File: config.mk
export PLATFORM = sky130hd
export DESIGN_NAME = rect_raster_engine
export DESIGN_NICKNAME = d
export VERILOG_FILES = /design/src/rtl/rect_raster_engine.sv
export SDC_FILE = /design/constraint.sdc
export NUM_CORES = 1
export LEC_CHECK = 0
export CAP_MARGIN = 10
export CORE_ASPECT_RATIO = 2
export CORE_MARGIN = 2
export CORE_UTILIZATION = 53
export CTS_BUF_LIST = sky130_fd_sc_hd__clkbuf_8
export DETAILED_ROUTE_END_ITERATION = 10
export GPL_TIMING_DRIVEN = 0
export HOLD_SLACK_MARGIN = 0.08
export PLACE_DENSITY = 0.79
export SLEW_MARGIN = 10
export SYNTH_ARGS = -nofsm -noshare
export SYNTH_HDL_FRONTEND = slang
export SYNTH_SLANG_ARGS = --single-unit
File: constraint.sdc
create_clock -name clk -period 4.1 [get_ports clk]
set_clock_uncertainty 0.2 [all_clocks]
set_input_delay 0.82 -clock clk [delete_from_list [all_inputs] [get_ports clk]]
set_output_delay 0.82 -clock clk [all_outputs]
set_load 0.03 [all_outputs]
File: src/rtl/rect_raster_engine.sv
// Rectangle rasterizer: walks a clipped, normalized rectangle in raster order
// and emits one framebuffer pixel write per valid/ready handshake.
module rect_raster_engine #(
    parameter int COORD_W = 8,
    parameter int COLOR_W = 8,
    parameter int FB_W    = 160,
    parameter int FB_H    = 120,
    parameter int ADDR_W  = 15
) (
    input  logic               clk,
    input  logic               rst_n,
    input  logic               start,
    input  logic [COORD_W-1:0] xs,
    input  logic [COORD_W-1:0] ys,
    input  logic [COORD_W-1:0] xe,
    input  logic [COORD_W-1:0] ye,
    input  logic [COLOR_W-1:0] color,
    input  logic               mode,
    output logic               busy,
    output logic               pix_valid,
    input  logic               pix_ready,
    output logic [ADDR_W-1:0]  pix_addr,
    output logic [COORD_W-1:0] pix_x,
    output logic [COORD_W-1:0] pix_y,
    output logic [COLOR_W-1:0] pix_color,
    output logic               done
);

    localparam logic [COORD_W-1:0] XMAX = COORD_W'(FB_W - 1);
    localparam logic [COORD_W-1:0] YMAX = COORD_W'(FB_H - 1);
    localparam logic [ADDR_W-1:0]  ROW  = ADDR_W'(FB_W);

    typedef enum logic [1:0] {
        IDLE,
        LOAD,
        RUN,
        FIN
    } state_t;

    state_t state;

    logic [COORD_W-1:0] xs_r, ys_r, xe_r, ye_r;
    logic [COLOR_W-1:0] col_r;
    logic               mode_r;
    logic [COORD_W-1:0] x0, x1, y0, y1;
    logic [ADDR_W-1:0]  rowbase;

    logic [COORD_W-1:0] cxs, cxe, cys, cye;
    logic [COORD_W-1:0] nx0, nx1, ny0, ny1;

    always_comb begin
        cxs = (xs_r > XMAX) ? XMAX : xs_r;
        cxe = (xe_r > XMAX) ? XMAX : xe_r;
        cys = (ys_r > YMAX) ? YMAX : ys_r;
        cye = (ye_r > YMAX) ? YMAX : ye_r;
        nx0 = (cxs < cxe) ? cxs : cxe;
        nx1 = (cxs < cxe) ? cxe : cxs;
        ny0 = (cys < cye) ? cys : cye;
        ny1 = (cys < cye) ? cye : cys;
    end

    logic hs, row_end, last, edge_row;

    always_comb begin
        hs       = pix_valid && pix_ready;
        row_end  = (pix_x == x1);
        last     = row_end && (pix_y == y1);
        edge_row = (pix_y == y0) || (pix_y == y1);
    end

    always_ff @(posedge clk) begin
        if (!rst_n) begin
            state     <= IDLE;
            busy      <= 1'b0;
            pix_valid <= 1'b0;
            done      <= 1'b0;
            pix_addr  <= '0;
            pix_x     <= '0;
            pix_y     <= '0;
            pix_color <= '0;
            xs_r      <= '0;
            ys_r      <= '0;
            xe_r      <= '0;
            ye_r      <= '0;
            col_r     <= '0;
            mode_r    <= 1'b0;
            x0        <= '0;
            x1        <= '0;
            y0        <= '0;
            y1        <= '0;
            rowbase   <= '0;
        end else begin
            unique case (state)
                IDLE: begin
                    done <= 1'b0;
                    if (start) begin
                        xs_r   <= xs;
                        ys_r   <= ys;
                        xe_r   <= xe;
                        ye_r   <= ye;
                        col_r  <= color;
                        mode_r <= mode;
                        busy   <= 1'b1;
                        state  <= LOAD;
                    end
                end
                LOAD: begin
                    x0        <= nx0;
                    x1        <= nx1;
                    y0        <= ny0;
                    y1        <= ny1;
                    pix_x     <= nx0;
                    pix_y     <= ny0;
                    pix_color <= col_r;
                    // One constant multiply per command; RUN only adds.
                    rowbase   <= ADDR_W'(ny0) * ROW;
                    pix_addr  <= ADDR_W'(ny0) * ROW + ADDR_W'(nx0);
                    pix_valid <= 1'b1;
                    state     <= RUN;
                end
                RUN: begin
                    if (hs) begin
                        if (last) begin
                            pix_valid <= 1'b0;
                            busy      <= 1'b0;
                            done      <= 1'b1;
                            state     <= FIN;
                        end else if (row_end) begin
                            pix_x    <= x0;
                            pix_y    <= pix_y + 1'b1;
                            rowbase  <= rowbase + ROW;
                            pix_addr <= rowbase + ROW + ADDR_W'(x0);
                        end else if (mode_r && !edge_row) begin
                            // Outline interior rows jump straight to the right edge.
                            pix_x    <= x1;
                            pix_addr <= rowbase + ADDR_W'(x1);
                        end else begin
                            pix_x    <= pix_x + 1'b1;
                            pix_addr <= pix_addr + 1'b1;
                        end
                    end
                end
                FIN: begin
                    done  <= 1'b0;
                    state <= IDLE;
                end
                default: state <= IDLE;
            endcase
        end
    end

endmodule

==> out/qor.txt <==
Die H -> 178.5 um
Failing checks -> negative setup slack
# H-tree levels -> 4
Final setup viols -> 9
Max_cap viols -> 0
Root buf cell -> clkbuf_8
Max Slew Vio Count -> 0
Fill count -> 1111
Dpl hpwl -> 18710 um
Post-DRT Antenna Nets -> 0
F_max -> 226.9 MHz
GRT Total Usage -> 0.3151
Clock Latency Late Sink -> 0.47 ns
Share of cells above drive strength 1 -> 0.1742
Die ar. -> 16290 um^2
Register area share after synthesis -> 0.3150
DR vias -> 7992
Worst path required time -> 4.27 ns
Synth async-reset ratio -> 0
Number of synthesized flops with an enable pin -> 0
Layout area overhead -> 30.25%
Num CTS Buffers -> 17
Commonest register cell after synthesis -> dfxtp_1
DRT Pass-1 Iters -> 5
RePlAce Congestion -> 0.9815
Peak supply drop -> 370.9 uV
Final worst setup slack -> -0.3072 ns
DRC viols -> 0
Outcome -> finished, violations left
Worst-case clock buffer depth -> 2
Synth Cell Area -> 8070 um^2
First-pass GRT wire length -> 40010 um
Synth Instances -> 994
Kind of critical path -> flop to flop
Mean Syn Cell Area -> 8.119 um^2
Setup TNS -> -1.158 ns
Minimum clock period -> 4.407 ns
Startpoint Class -> flop
Drt initial violations -> 661
Final cell count without fillers -> 1349
Diode count -> 0
Synth unique cells -> 76
Relative slew slack -> 0.4324
Synth Warn # -> 0
WL/cell -> 19.55 um
DR vias/cell -> 5.924
Leak -> 4.060 nW
CP max FO -> 5
Ports -> 87
Max incr delay on CP -> 0.41 ns
Hold Buf Count CTS -> 0
GRT overflow -> 0
Place WS -> -0.8462 ns
Crit. End Element -> flop
Yosys reg bits -> 127
Core area -> 14900 um^2
Initial antenna violation count -> 0
Worst-margin pin slew -> 0.8514 ns
Crit path DAT -> 4.57 ns
Crit path max-delay cell type -> fa_2
CTS sink cnt -> 127
CTS tree -> done
Post-route clock period utilization -> 1.075
Placed cells -> 1276
CP delay by family, top -> compound AO/OA/AOI/OAI gates
I/O Buffers -> 86
Final Hold Vio Count -> 0
RSZ-0062 raised after global routing -> yes
Routed Wire Length -> 26370 um
HP Class -> flop to flop
Number of global-route vias before repair -> 8196
Num rows -> 63
Initial Utilization -> 0.5417
Nets -> 1224
Largest net degree at the start of global routing -> 17
Pwr Density -> 828.1 nW/um^2
Reg clk slew, reported paths -> 0.09 ns
Worst path cell trace -> nor2_4 -> inv_2 -> ha_4 -> a21o_1 -> a21o_1 -> a221o_1 -> a41oi_2 -> buf_6 -> nor2_4 -> a21oi_4 -> inv_2 -> ha_4 -> ha_4 -> inv_2 -> fa_2 -> nor2b_2 -> o21ai_2 -> a21boi_2 -> nand4b_1 -> xor2_2 -> o22ai_2 -> o2bb2ai_1
Die Wd -> 91.26 um
CP bufs+invs -> 4
## cell usage after synthesis, types with 4 or more instances
cell type  instances  area [um^2]
a21boi_0          46        345.3
a21o_1            14        105.1
a21oi_1           39        195.2
a31oi_1           17        106.4
and2_1             8        50.05
and2b_1            4        30.03
and3_1             8        50.05
buf_2              8        40.04
buf_6              6        67.56
clkbuf_1          37        138.9
dfxtp_1          127         2542
ha_1              36        450.4
inv_1             37        138.9
mux2i_1           56        560.5
nand2_1          164        615.6
nand2b_1           4        25.02
nand3_1           15        75.07
nand3b_1           6        45.04
nand4_1            8        50.05
nand4b_1           5        43.79
nor2_1            79        296.5
nor2b_1           27        168.9
nor3_1             9        45.04
nor4_1             5        31.28
o211ai_1          12        90.09
o21ai_0           53        265.3
o221ai_1           6        52.55
o311ai_0           4        35.03
xnor2_1           47        411.6
xor2_1            33        289.0
## where the power goes
| part | switching (W) | internal, W | total, W |
|---|---|---|---|
| Clock | 0.000580 | 0.000483 | 0.00106 |
| Sequential | 0.000452 | 0.00159 | 0.00204 |
| Combinational | 0.00324 | 0.00236 | 0.00560 |
## cell type report
| type | instances | area (um^2) | share of cell area |
|---|---|---|---|
| Clock inverter | 15 | 136.4 | 0.01297 |
| Clock buffer | 17 | 234.0 | 0.02226 |
| Timing Repair Buffer | 128 | 1199 | 0.1140 |
| Inverter | 37 | 138.9 | 0.01321 |
| Sequential cell | 127 | 2564 | 0.2439 |
| Multi-Input combinational cell | 773 | 5714 | 0.5436 |
| Buffer | 57 | 281.5 | 0.02678 |
| Tap cell | 195 | 244.0 | 0.02321 |
## kinds of logic (layout without fill, tap and decap cells)
family | Yosys count | count (layout) | share of synthesized area
other cells | 2 | 3 | 0.0009306
flops | 127 | 127 | 0.3150
compound gates | 235 | 235 | 0.2028
simple gates | 359 | 359 | 0.2073
buf+inv | 95 | 254 | 0.05411
fa+ha+maj | 38 | 38 | 0.06078
mux | 58 | 58 | 0.07225
xor+xnor | 80 | 80 | 0.08682
## sequential cells by signal (all words and copies together), names as in the netlist
name       count
pix_addr      15
rowbase       10
col_r          8
pix_color      8
pix_x          8
pix_y          8
x0             8
x1             8
xe_r           8
xs_r           8
y0             8
y1             8
ye_r           8
ys_r           8
state          2
busy           1
done           1
mode_r         1
pix_valid      1
## metal layers
layer | global-route usage | wire length, um
met1 | 0.2880 | 8732
met3 | 0.06295 | 1430
met2 | 0.5883 | 13960
met5 | 0 | 0
met4 | 0.2595 | 2249
## cells in the final DEF, fill, tap and decap left out, types with 7 or more instances in the layout
cell	synthesis	layout
clkdlybuf4s50_1	0	86
clkinvlp_4	0	7
ha_1	36	24
xnor2_1	47	41
nor2_1	79	62
dfxtp_2	0	8
o211ai_1	12	12
ha_4	0	11
a31oi_1	17	17
nor2b_1	27	24
nand4_1	8	8
dfxtp_1	127	116
clkbuf_1	37	37
inv_2	0	9
nand2_1	164	162
a21boi_0	46	45
o21ai_0	53	50
and3_1	8	7
a21oi_1	39	33
xor2_1	33	29
buf_4	2	37
a21o_1	14	14
buf_2	8	8
nand3_1	15	13
mux2i_1	56	48
buf_6	6	13
nor2_4	0	14
mux2i_4	0	8
inv_1	37	28
nor3_1	9	8
clkbuf_8	0	17
## worst paths after layout
kind	start	endpoint	slack (ns)	depth (start not counted)
setup / recovery	ys_r[7]	pix_addr[13]	-0.31	22
hold / removal	col_r[2]	col_r[2]	0.27	2
hold reg to reg	col_r[2]	col_r[2]	0.27	2
setup reg to reg	ys_r[7]	pix_addr[13]	-0.31	22
## worst register-to-register path, cell delays in order, from the launching register on
cell and delay, ns:
dfxtp_4 0.40, nor2_4 0.13, inv_2 0.05, ha_4 0.23
a21o_1 0.15, a21o_1 0.15, a221o_1 0.30, a41oi_2 0.21
buf_6 0.20, nor2_4 0.05, a21oi_4 0.19, inv_2 0.08
ha_4 0.28, ha_4 0.13, inv_2 0.04, fa_2 0.41
nor2b_2 0.15, o21ai_2 0.10, a21boi_2 0.23, nand4b_1 0.19
xor2_2 0.24, o22ai_2 0.09, o2bb2ai_1 0.14
## per-stage QoR
step	util	hold WS, ns	area, um^2	power [W]
final	0.7056	0.2698	10510	0.008705
after global routing	0.7056	0.2980	10510	0.009150
after CTS	0.6786	0.2722	10110	0.008161
after detailed placement	0.6222	0.2583	9270	0.006687
after global placement	0.6222	0.2536	9270	0.006606
after floorplan	-	0.2431	8165	0.005288
## repair_timing
action,4_1_cts,5_1_grt
gates cloned,1,0
endpoints found under the setup margin,14,13
pin swaps,31,44
gates resized for setup,68,53
setup buffers,24,17
No activity file was read; power rests on OpenSTA's default activity.
